**src/rtl/mem_arb_rr.sv**
```systemverilog
// Two-port round-robin arbiter sharing one BRAM request/response port.
// Write bursts lock the grant to their owner; read responses are steered by the mem tag MSB.
module mem_arb_rr #(
    parameter int unsigned DATA_CYCLES = 4,
    parameter int unsigned ADDR_BITS   = 26,
    parameter int unsigned DATA_BITS   = 128,
    parameter int unsigned TAG_BITS    = 5
) (
    input  logic                  clk,
    input  logic                  reset,

    input  logic                  p0_req_val,
    output logic                  p0_req_rdy,
    input  logic                  p0_req_rw,
    input  logic [ADDR_BITS-1:0]  p0_req_addr,
    input  logic [DATA_BITS-1:0]  p0_req_data,
    input  logic [TAG_BITS-2:0]   p0_req_tag,
    output logic                  p0_resp_val,
    output logic [DATA_BITS-1:0]  p0_resp_data,
    output logic [TAG_BITS-2:0]   p0_resp_tag,

    input  logic                  p1_req_val,
    output logic                  p1_req_rdy,
    input  logic                  p1_req_rw,
    input  logic [ADDR_BITS-1:0]  p1_req_addr,
    input  logic [DATA_BITS-1:0]  p1_req_data,
    input  logic [TAG_BITS-2:0]   p1_req_tag,
    output logic                  p1_resp_val,
    output logic [DATA_BITS-1:0]  p1_resp_data,
    output logic [TAG_BITS-2:0]   p1_resp_tag,

    output logic                  mem_req_val,
    input  logic                  mem_req_rdy,
    output logic                  mem_req_rw,
    output logic [ADDR_BITS-1:0]  mem_req_addr,
    output logic [DATA_BITS-1:0]  mem_req_data,
    output logic [TAG_BITS-1:0]   mem_req_tag,

    input  logic                  mem_resp_val,
    input  logic [DATA_BITS-1:0]  mem_resp_data,
    input  logic [TAG_BITS-1:0]   mem_resp_tag
);

    localparam int unsigned CNT_BITS = $clog2(DATA_CYCLES);
    localparam logic [CNT_BITS-1:0] LAST_BEAT = CNT_BITS'(DATA_CYCLES - 1);

    typedef enum logic {
        UNLOCKED = 1'b0,
        LOCKED   = 1'b1
    } lock_t;

    lock_t               lock_q, lock_d;
    logic                owner_q, owner_d;
    logic [CNT_BITS-1:0] count_q, count_d;
    logic                prio_q, prio_d;

    logic gnt;
    logic gnt_valid;
    logic sel_val;
    logic accept;

    // Grant selection: a locked burst owns the port even when its val drops.
    always_comb begin
        gnt       = prio_q;
        gnt_valid = 1'b0;
        if (lock_q == LOCKED) begin
            gnt       = owner_q;
            gnt_valid = 1'b1;
        end else if (p0_req_val && p1_req_val) begin
            gnt       = prio_q;
            gnt_valid = 1'b1;
        end else if (p0_req_val) begin
            gnt       = 1'b0;
            gnt_valid = 1'b1;
        end else if (p1_req_val) begin
            gnt       = 1'b1;
            gnt_valid = 1'b1;
        end
    end

    assign sel_val      = gnt ? p1_req_val : p0_req_val;
    assign mem_req_val  = sel_val & gnt_valid & ~reset;
    assign mem_req_rw   = gnt ? p1_req_rw   : p0_req_rw;
    assign mem_req_addr = gnt ? p1_req_addr : p0_req_addr;
    assign mem_req_data = gnt ? p1_req_data : p0_req_data;
    assign mem_req_tag  = {gnt, (gnt ? p1_req_tag : p0_req_tag)};

    assign p0_req_rdy = mem_req_rdy & gnt_valid & ~gnt & ~reset;
    assign p1_req_rdy = mem_req_rdy & gnt_valid &  gnt & ~reset;

    assign accept = mem_req_val & mem_req_rdy;

    always_comb begin
        lock_d  = lock_q;
        owner_d = owner_q;
        count_d = count_q;
        prio_d  = prio_q;
        if (accept) begin
            if (mem_req_rw) begin
                if (lock_q == UNLOCKED) begin
                    lock_d  = LOCKED;
                    owner_d = gnt;
                    count_d = CNT_BITS'(1);
                end else if (count_q == LAST_BEAT) begin
                    lock_d  = UNLOCKED;
                    count_d = '0;
                    prio_d  = ~gnt;
                end else begin
                    count_d = count_q + CNT_BITS'(1);
                end
            end else if (lock_q == UNLOCKED) begin
                prio_d = ~gnt;
            end
            // A read from the owner mid-burst is forwarded but leaves the lock alone.
        end
    end

    always_ff @(posedge clk) begin
        if (reset) begin
            lock_q  <= UNLOCKED;
            owner_q <= 1'b0;
            count_q <= '0;
            prio_q  <= 1'b0;
        end else begin
            lock_q  <= lock_d;
            owner_q <= owner_d;
            count_q <= count_d;
            prio_q  <= prio_d;
        end
    end

    assign p0_resp_val  = mem_resp_val & ~mem_resp_tag[TAG_BITS-1];
    assign p1_resp_val  = mem_resp_val &  mem_resp_tag[TAG_BITS-1];
    assign p0_resp_data = mem_resp_data;
    assign p1_resp_data = mem_resp_data;
    assign p0_resp_tag  = mem_resp_tag[TAG_BITS-2:0];
    assign p1_resp_tag  = mem_resp_tag[TAG_BITS-2:0];

endmodule

```
**config.mk**
```make
export PLATFORM = sky130hd
export DESIGN_NAME = mem_arb_rr
export DESIGN_NICKNAME = d
export VERILOG_FILES = /design/src/rtl/mem_arb_rr.sv
export SDC_FILE = /design/constraint.sdc
export NUM_CORES = 1
export LEC_CHECK = 0
export ABC_CLOCK_PERIOD_IN_PS = 5300
export BUFFER_PORTS_ARGS = -buffer_cell sky130_fd_sc_hd__buf_2
export CELL_PAD_IN_SITES_DETAIL_PLACEMENT = 1
export CELL_PAD_IN_SITES_GLOBAL_PLACEMENT = 1
export CORE_AREA = 2 2 343 345
export CTS_CLUSTER_DIAMETER = 50
export CTS_CLUSTER_SIZE = 25
export DETAILED_ROUTE_END_ITERATION = 7
export DIE_AREA = 0 0 345 347
export PLACE_DENSITY_LB_ADDON = 0.1
export SYNTH_ARGS = -nofsm -noshare
export SYNTH_HDL_FRONTEND = slang
export SYNTH_SLANG_ARGS = --single-unit
```
**constraint.sdc**
```tcl
create_clock -name clk -period 5.3 [get_ports clk]
set_input_delay 1.325 -clock clk [delete_from_list [all_inputs] [get_ports clk]]
set_output_delay 1.325 -clock clk [all_outputs]
set_load 0.01 [all_outputs]
```
-- Yosys cells after proc, flatten, opt, wreduce, memory -nomap -nowiden
Cells that the tools add are included.
W data, S select, Z words.
- register bits: 5
- input bits: 457
- output and inout bits: 429
- word-level logic and storage cells: 48
- add/subtract/negate cells: 1
- eq/ne operators: 4
- multiplexer cells: 21
- bitwise operators: 14
- reduce and logical (&&, ||, !) cells: 4
- operators by type and width (kind ; number):
    $mux W128 ; 1
    $mux W26 ; 1
    $mux W1 ; 16
    $and A1 B1 Y1 ; 10
    $mux W2 ; 2
    $mux W4 ; 1
    $ne A2 B1 Y1 const B ; 2
    $not A1 Y1 ; 4
    $reduce_and A4 Y1 ; 1
    $reduce_and A3 Y1 ; 1
    $add A2 B1 Y2 const B ; 1
    $eq A2 B2 Y1 const B ; 1
    $ne A2 B2 Y1 const B ; 1
    $reduce_and A2 Y1 ; 1
    $logic_and A1 B1 Y1 ; 1

-- Longest topological paths before layout
Gate-level depths: netlist (run 1).
- word-level depth: 9
- gate-level depth with buffers: 8
- gate-level depth less buffers: 6

-- Worst setup path before layout (run 1)
Ideal clock, no wire load.
- kind: input port to output port
- start point: input p1_req_val
- end point: output mem_req_data[107]
- data arrival time: 2.554 ns
- data required time: 3.975 ns
- path slack: 1.421 ns
- cell stages on the path: 7
- buffers on the path: 3
- path through: nand2b_1 > a21oi_1 > o21a_1 > buf_2 > buf_6 > buf_6 > mux2_1
- longest elaborated chain between the ends: 5
- elaborated cells on any way between the ends: 6
- those cells by class: 5 x mux; 1 x reduce/logical
- ends and longest elaborated chain (what ; RTL line ; text):
    start: declaration ; 22 ; input logic p1_req_val,
    $mux W1 ; 75 ; end else if (p1_req_val) begin
    $mux W1 ; 72 ; end else if (p0_req_val) begin
    $mux W1 (*) ; 69 ; end else if (p0_req_val && p1_req_val) begin
    $mux W1 (*) ; 66 ; if (lock_q == LOCKED) begin
    $mux W128 (*) ; 85 ; assign mem_req_data = gnt ? p1_req_data : p0_req_data;
    end: declaration ; 36 ; output logic [DATA_BITS-1:0] mem_req_data,
Every way passes the cells marked *; elsewhere a longest branch is shown, timed or not.

-- Final worst setup path (run 1)
- start point: input p1_req_val
- end point: output mem_req_data[65]
The elaborated chain is that of the path after synthesis.

==> results of run 1 <==
logic make-up after synthesis:
kind of cell,Yosys count
buffers and inverters,292
muxes,163
and+or+nand+nor,22
AOI/OAI and AO/OA,16
DFF,5
adders and majority gates,1
flip-flops by register name, indices dropped and copies added, names as in the netlist:
| signal | flops |
|---|---|
| owner_q | 1 |
| prio_q | 1 |
| count_q | 2 |
| lock_q | 1 |
cell usage after synthesis:
cell | number | area share
sky130_fd_sc_hd__mux2_1 | 8 | 0.020
sky130_fd_sc_hd__nand3_1 | 1 | 0.0011
sky130_fd_sc_hd__nor2b_2 | 1 | 0.0020
sky130_fd_sc_hd__mux2i_1 | 4 | 0.0090
sky130_fd_sc_hd__a211oi_1 | 1 | 0.0017
sky130_fd_sc_hd__a221oi_4 | 1 | 0.0059
sky130_fd_sc_hd__o211ai_1 | 1 | 0.0017
sky130_fd_sc_hd__nand4_1 | 1 | 0.0014
sky130_fd_sc_hd__a2111oi_0 | 1 | 0.0020
sky130_fd_sc_hd__nor4b_1 | 2 | 0.0039
sky130_fd_sc_hd__mux2_4 | 18 | 0.061
sky130_fd_sc_hd__inv_1 | 7 | 0.0059
sky130_fd_sc_hd__nor2_1 | 4 | 0.0034
sky130_fd_sc_hd__o311ai_0 | 1 | 0.0020
sky130_fd_sc_hd__buf_2 | 7 | 0.0079
sky130_fd_sc_hd__nor3_1 | 3 | 0.0034
sky130_fd_sc_hd__and2_1 | 1 | 0.0014
sky130_fd_sc_hd__o41ai_1 | 1 | 0.0020
sky130_fd_sc_hd__buf_4 | 265 | 0.45
sky130_fd_sc_hd__o21ai_0 | 1 | 0.0011
sky130_fd_sc_hd__a211o_1 | 1 | 0.0020
sky130_fd_sc_hd__nor4_1 | 1 | 0.0014
sky130_fd_sc_hd__a21o_1 | 1 | 0.0017
sky130_fd_sc_hd__nand2_1 | 2 | 0.0017
sky130_fd_sc_hd__buf_6 | 11 | 0.028
sky130_fd_sc_hd__nand2b_1 | 2 | 0.0028
sky130_fd_sc_hd__and4b_1 | 1 | 0.0022
sky130_fd_sc_hd__o21a_1 | 1 | 0.0017
sky130_fd_sc_hd__nor2b_1 | 1 | 0.0014
sky130_fd_sc_hd__a2111o_1 | 1 | 0.0025
sky130_fd_sc_hd__a221oi_1 | 1 | 0.0020
sky130_fd_sc_hd__mux2_2 | 133 | 0.34
sky130_fd_sc_hd__ha_1 | 1 | 0.0028
sky130_fd_sc_hd__clkbuf_1 | 2 | 0.0017
sky130_fd_sc_hd__a21oi_1 | 4 | 0.0045
sky130_fd_sc_hd__dfxtp_1 | 5 | 0.022
sky130_fd_sc_hd__and3_1 | 2 | 0.0028
worst paths after layout:
check | endpoint | slack (ps) | cells after the start
hold reg to reg | count_q[1] | 500 | 2
setup reg to reg | count_q[0] | 3280 | 4
setup / recovery | mem_req_data[65] | 740 | 7
hold / removal | count_q[1] | 500 | 2
worst max-delay path, cell delays in order:
cell,delay (ps)
sky130_fd_sc_hd__buf_2,130
sky130_fd_sc_hd__nand2b_1,150
sky130_fd_sc_hd__a21oi_1,270
sky130_fd_sc_hd__o21a_4,200
sky130_fd_sc_hd__buf_12,370
sky130_fd_sc_hd__mux2_2,420
sky130_fd_sc_hd__buf_2,150
cell type report:
type | instances | share of cell area
clock buffers | 4 | 0.01160
well taps | 1524 | 0.2807
repair buffers | 491 | 0.3662
diodes | 4 | 0.001474
multi-input cells | 202 | 0.3214
flip-flops and latches | 5 | 0.01474
inverters | 7 | 0.003868
power breakdown:
group          switching [µW]  internal [µW]  leakage, µW
registers                7.00           41.3    0.0000407
logic                     386            427      0.00282
clock network            26.1           99.8    0.0000382
per-stage QoR:
step	hold WS [ps]	instances	total power, µW
CTS	503.3	2233	1020
detailed placement	489.2	2229	889.9
floorplan	453.6	499	731.5
global placement	478.6	2229	903.5
finish	497.8	2237	986.8
global route	536.3	2235	1067
layer usage:
metal  up-vias  routed length, µm  global-route usage  part of all wire
li1       1849                  -                   -                 -
met1      1822               8758             0.03930              0.35
met2       432              12290             0.06649              0.49
met3        58               3643             0.02480              0.14
met4        12                516             0.01101             0.020
met5         -                124            0.003201            0.0049
==> flow_results.org, run 1 <==
** Clocking
- Counting every sink on the clock net gives 5.
- Clock latency on the worst-skew pair, taken at its later pin, is 230 ps.
- Clock-pin slew was measured on the worst setup and hold paths at 30 ps.
- Number of gates given a new drive strength after cts :: 0
- CTS max path bufs :: 2
- Buffers inserted to repair hold after CTS numbered 0.
- TritonCTS buffer count :: 3
- Clock root buffer :: sky130_fd_sc_hd__clkbuf_16
- CTS H-Tree Depth :: 1
- TritonCTS clock tree :: yes
- Setup bufs post-CTS :: 0

** Placement
- Count of buffers from port buffering :: 489
- The placed instances occupy a cell area of 0.006704 mm².
- Half-perimeter wire length after detailed placement :: 23.00 mm
- Weighted congestion at the end of routability-driven global placement :: 0.7069
- Timing analysis after detailed placement gives a worst setup slack of 756.3 ps.

** Synth
- Counting distinct cell types in the post-synthesis netlist gives 37.
- Complex-gate fraction of the synthesized area :: 0.03059
- By area, the combinational part of the netlist is dominated by buffers and inverters.
- Area share of xor/xnor cells in the synthesized design :: 0
- Measured against the total synthesized area, the mux share comes to 0.4258.
- Yosys printed 0 warnings.
- Synthesized Nets :: 957
- Counting flops and latches in the post-synthesis netlist gives 5.
- Number of instances in the synthesized netlist :: 499
- After synthesis the cells add up to 0.004458 mm².
- Basic-gate share of the synthesized area counting and, or, nand and nor cells :: 0.02891
- A synthesized cell averages 8.934 µm².
- Of the total synthesized cell area, the portion taken by full adders, half adders and majority gates is 0.002807.
- Of the synthesized area, sequential elements account for 0.02245.

** Outcome
- Status :: finished clean

** STA
- Setup repair after global routing left no endpoint under its margin.
- The count of final hold-check violations is 0.
- Final setup margin :: 739.4 ps
- Skew final :: 1.829 ps
- Portion of the clock cycle consumed by the worst path in the final layout :: 0.8605
- Setup violations remaining at the end of the flow were counted as 0.
- Setup tns final :: 0 ps
- Tightest slew margin relative to the limit :: 0.2197
- Final period demand of the worst path :: 4561 ps
- For the pin with the worst max-slew slack, the measured transition is 1141 ps.
- The final number of max-transition violations was 0.
- Derived from the worst setup path, the maximum achievable clock frequency is 0.2193 GHz.

** Global route
- The initial antenna violation count is 12.
- Via count of the first global-routing pass :: 4556
- Gr ovfl total :: 0
- GRT Total Usage :: 0.03912
- Entering global routing, the biggest net connects 93 pins.
- First-pass GRT wire length :: 33.89 mm

** Final layout
- Leaving out fill and tap cells, the most frequent cell in the layout is sky130_fd_sc_hd__buf_2.
- The filler cells instantiated in the layout total 13960.
- Leaving out fill and tap cells, the most frequent cells in the layout are sky130_fd_sc_hd__buf_2, sky130_fd_sc_hd__mux2_2, sky130_fd_sc_hd__mux2_4, sky130_fd_sc_hd__mux2_1, sky130_fd_sc_hd__inv_1.
- Footprint of the multi-input gates :: 0.002183 mm²
- Finished Cell Area :: 0.006793 mm²
- Registers take 100.1 µm².
- Count of nets after finishing :: 1168
- Layout cell share with drive strength beyond 1 :: 0.9140
- At the end of the flow the core is filled with cells to 0.05869.
- Compared with the post-synthesis result, the final layout area differs by 52.37%.

** Job
- The tool flagged a number of max-cap violations equal to 0.

** Route
- The routed layout has 4173 vias.
- In this run the remaining antenna-violating nets after routing total 0.
- Number of remaining DRC errors :: 0
- Sum of routed wire length over all layers :: 25.33 mm
- Average wire per cell in the routed design :: 11.32 µm
- Using the TritonRoute via totals, the vias-per-cell ratio works out to 1.865.
- For this block, the initial DRC count from the detailed router was 102.
- Router iterations before antenna repair :: 4

** Worst setup path
- The worst setup path is launched from an input pin.
- Arrival time of data at the critical path endpoint :: 3240 ps
- Of all nets on the critical path, the largest fanout is 92.
- In this run the critical register-to-register path is launched from owner_q.
- The critical path is of the in -> out type.
- CP Capture Type :: primary output
- At the worst endpoint, the required time is 3970 ps.
- Worst Setup SP :: p1_req_val

** Floorplan
- The initial utilization of the core area, before any placement, comes to 0.03852.
- The die covers 0.1197 mm².
- DIE HEIGHT :: 347 µm
- The core region is 0.1157 mm².
- Row count :: 125
- In this run the count of I/O pins placed on the die edge is 886.
- Horizontal die dimension :: 345 µm

** Power and ir drop
- Largest voltage drop on the vdd net :: 0.1110 mV
- Power per unit of standard cell area :: 145.3 mW/mm²
- Static leakage :: 0.002901 µW

** Min path
- Min-Delay Path Class :: reg -> reg
- In this run the most critical hold path is launched from count_q[1].
(Power assumes the default switching activity.)
==> inputs of run 2 (changes only) <==
--- a/config.mk
+++ b/config.mk
@@ -15,6 +15,7 @@
 export DETAILED_ROUTE_END_ITERATION = 7
 export DIE_AREA = 0 0 345 347
 export PLACE_DENSITY_LB_ADDON = 0.1
+export REMOVE_ABC_BUFFERS = 1
 export SYNTH_ARGS = -nofsm -noshare
 export SYNTH_HDL_FRONTEND = slang
 export SYNTH_SLANG_ARGS = --single-unit
==> flow_results.org, run 2 (synthesis results as in run 1) <==
** Clocking
- TritonCTS buffer count :: 3
- After clock tree synthesis, the clock-pin slew on the worst setup and hold paths is 30 ps.
- Clock root buffer :: sky130_fd_sc_hd__clkbuf_16
- Clk sinks :: 5
- The later pin in the worst-skew pair is clocked with a latency of 230 ps.
- CTS built an H-tree with a depth of 1.
- Hold repair after CTS inserted 0 buffers.
- Number of gates given a new drive strength after cts :: 0
- No sink is reached through more buffers than the 2 on the longest clock path.
- TritonCTS clock tree :: yes
- Buffers added to address setup during post-CTS repair amount to 0.

** Worst setup path
- The setup check on the worst reg-to-reg path leaves a slack of 3260 ps.
- WS Path Type :: in -> out
- The worst setup path is launched from an input pin.
- Data on the critical path arrives at its endpoint at 3220 ps.
- Biggest fanout along the worst timing path :: 26
- STA puts the critical path data required time at 3970 ps.
- STA classifies the critical path endpoint as a primary output.

** Placement
- Weighted congestion at the end of routability-driven global placement :: 0.8584
- The count of buffers added on input and output ports is 489.
- # placed instances :: 2238
- In this run the cell area measured after placement is 0.006784 mm².
- Half-perimeter wire length after detailed placement :: 79.43 mm

** Min path
- Min-Delay Path Class :: reg -> reg

** Route
- After detailed routing, the average wire length per cell comes to 38.67 µm.
- Iteration-0 DRC Markers :: 359
- Number of remaining DRC errors :: 0
- Vias after detailed routing :: 5436
- The detail route stage leaves a number of antenna-violating nets equal to 0.
- Number of vias per cell :: 2.410
- Sum of routed wire length over all layers :: 87.25 mm
- Router iterations before antenna repair :: 4

** Global route
- Entering global routing, the biggest net connects 27 pins.
- The via count of the first global-routing pass is 5240.
- Across every metal layer, demand over resource in global routing totals 0.1394.
- After global routing the overflow that remains totals 0.
- Number of antenna violations at the first check in global routing :: 56
- First-pass GRT wire length :: 100.8 mm

** Power and ir drop
- Largest voltage drop on the vdd net :: 0.06928 mV
- Power comes to 1073 µW.
- Clock network fraction of total power :: 0.118
- Switching share of power :: 0.4531
- Dividing total power by cell area gives a power density of 155.5 mW/mm².
- The share of total power dissipated in sequential elements is 0.046.
- Summed over all cells, the static leakage comes to 0.002948 µW.
- Summed over all nets, the switching power comes to 486.1 µW.
- Internal :: 586.8 µW
- Relative contribution of combinational cells to total power :: 0.836

** Final layout
- The final layout contains 1177 nets.
- Most common cell after layout, fill and taps aside :: sky130_fd_sc_hd__buf_2
- The finished layout holds 2256 standard cells, fillers aside.
- Most flop-heavy register :: count_q
- In the layout the commonest cells are sky130_fd_sc_hd__buf_2, sky130_fd_sc_hd__mux2_2, sky130_fd_sc_hd__mux2_4, sky130_fd_sc_hd__mux2_1, sky130_fd_sc_hd__buf_4.
- After routing the design area is 0.006898 mm².
- From synthesis to final layout, the design area changed by 54.73%.
- Of the cells placed in the final design, the portion with a size suffix greater than 1 is 0.9150.
- Flip-flop count of the largest register, all copies and words added :: 2

** Floorplan
- Number of I/O pins :: 886
- DIE HEIGHT :: 347 µm
- The die covers 0.1197 mm².
- Row count :: 125
- Effective utilization at floorplan :: 0.03852
- Area inside the core boundary :: 0.1157 mm²
- Measured along the x axis, the die boundary spans 345 µm.

** Job
- The tool flagged a number of max-cap violations equal to 0.

** STA
- Worst Max-Slew Pin Slew :: 1112 ps
- Tightest slew margin relative to the limit :: 0.2396
- Adding up every negative setup slack in the final design gives 0 ps.
- Worst hold-check slack :: 488.8 ps
- Setup Viol. Count Final :: 0
- Hold Violations, Final :: 0
- The clock arrives with 4.039 ps of skew.
- Unrepaired setup endpoints after global routing :: no
- Portion of the clock cycle consumed by the worst path in the final layout :: 0.8575
- For this run, the top clock speed supported by timing is 0.2200 GHz.
- The routed design could run at a clock period as short as 4545 ps.
- Final Slew Violations :: 0

** Outcome
- Status :: finished clean
[run 2: critical path, stage by stage]
cell and delay (ps):
sky130_fd_sc_hd__buf_2 140, sky130_fd_sc_hd__nand2b_1 160, sky130_fd_sc_hd__a21oi_1 250, sky130_fd_sc_hd__o21a_4 310
sky130_fd_sc_hd__buf_4 410, sky130_fd_sc_hd__mux2_2 430, sky130_fd_sc_hd__buf_2 150
[run 2: worst paths after layout]
path / startpoint / endpoint / cells after the start
max: p1_req_val / mem_req_addr[2] / 7
min: count_q[1] / count_q[1] / 2
max reg2reg: lock_q / prio_q / 5
min reg2reg: count_q[1] / count_q[1] / 2
[run 2: through the flow]
step | setup WS, ps | utilization
3_3_place_gp | 652.4 | 0.05862
6_report | 755.5 | 0.05960
3_5_place_dp | 667.6 | 0.05862
5_1_grt | 590.4 | 0.05938
2_1_floorplan | -2381 | -
4_1_cts | 666.3 | 0.05930
[run 2: per-layer routing]
layer	share of wire	routed length, µm	track usage	vias to the layer above
li1	-	-	-	1885
met1	0.30	26550	0.1177	2334
met2	0.37	32130	0.1820	1029
met3	0.29	25700	0.2020	118
met4	0.010	895	0.01208	70
met5	0.023	1969	0.09564	-
[run 2: final cells by class]
cell class	instances	area (µm²)
Clock buffer	4	78.83
Tap cell	1524	1907
Timing Repair Buffer	500	2567
Multi-Input combinational cell	202	2183
Antenna cell	14	35.03
Inverter	7	26.28
Sequential cell	5	100.1
Fill cell	13960	108800
[run 2: power by group through the flow]
stage / logic, µW / clock network [µW] / registers [µW]
after floorplan: 489 / 0 / 46.2
after global placement: 938 / 0 / 49.8
after detailed placement: 927 / 0 / 49.7
after CTS: 931 / 131 / 49.2
after global routing: 979 / 137 / 49.8
final: 897 / 127 / 49.0
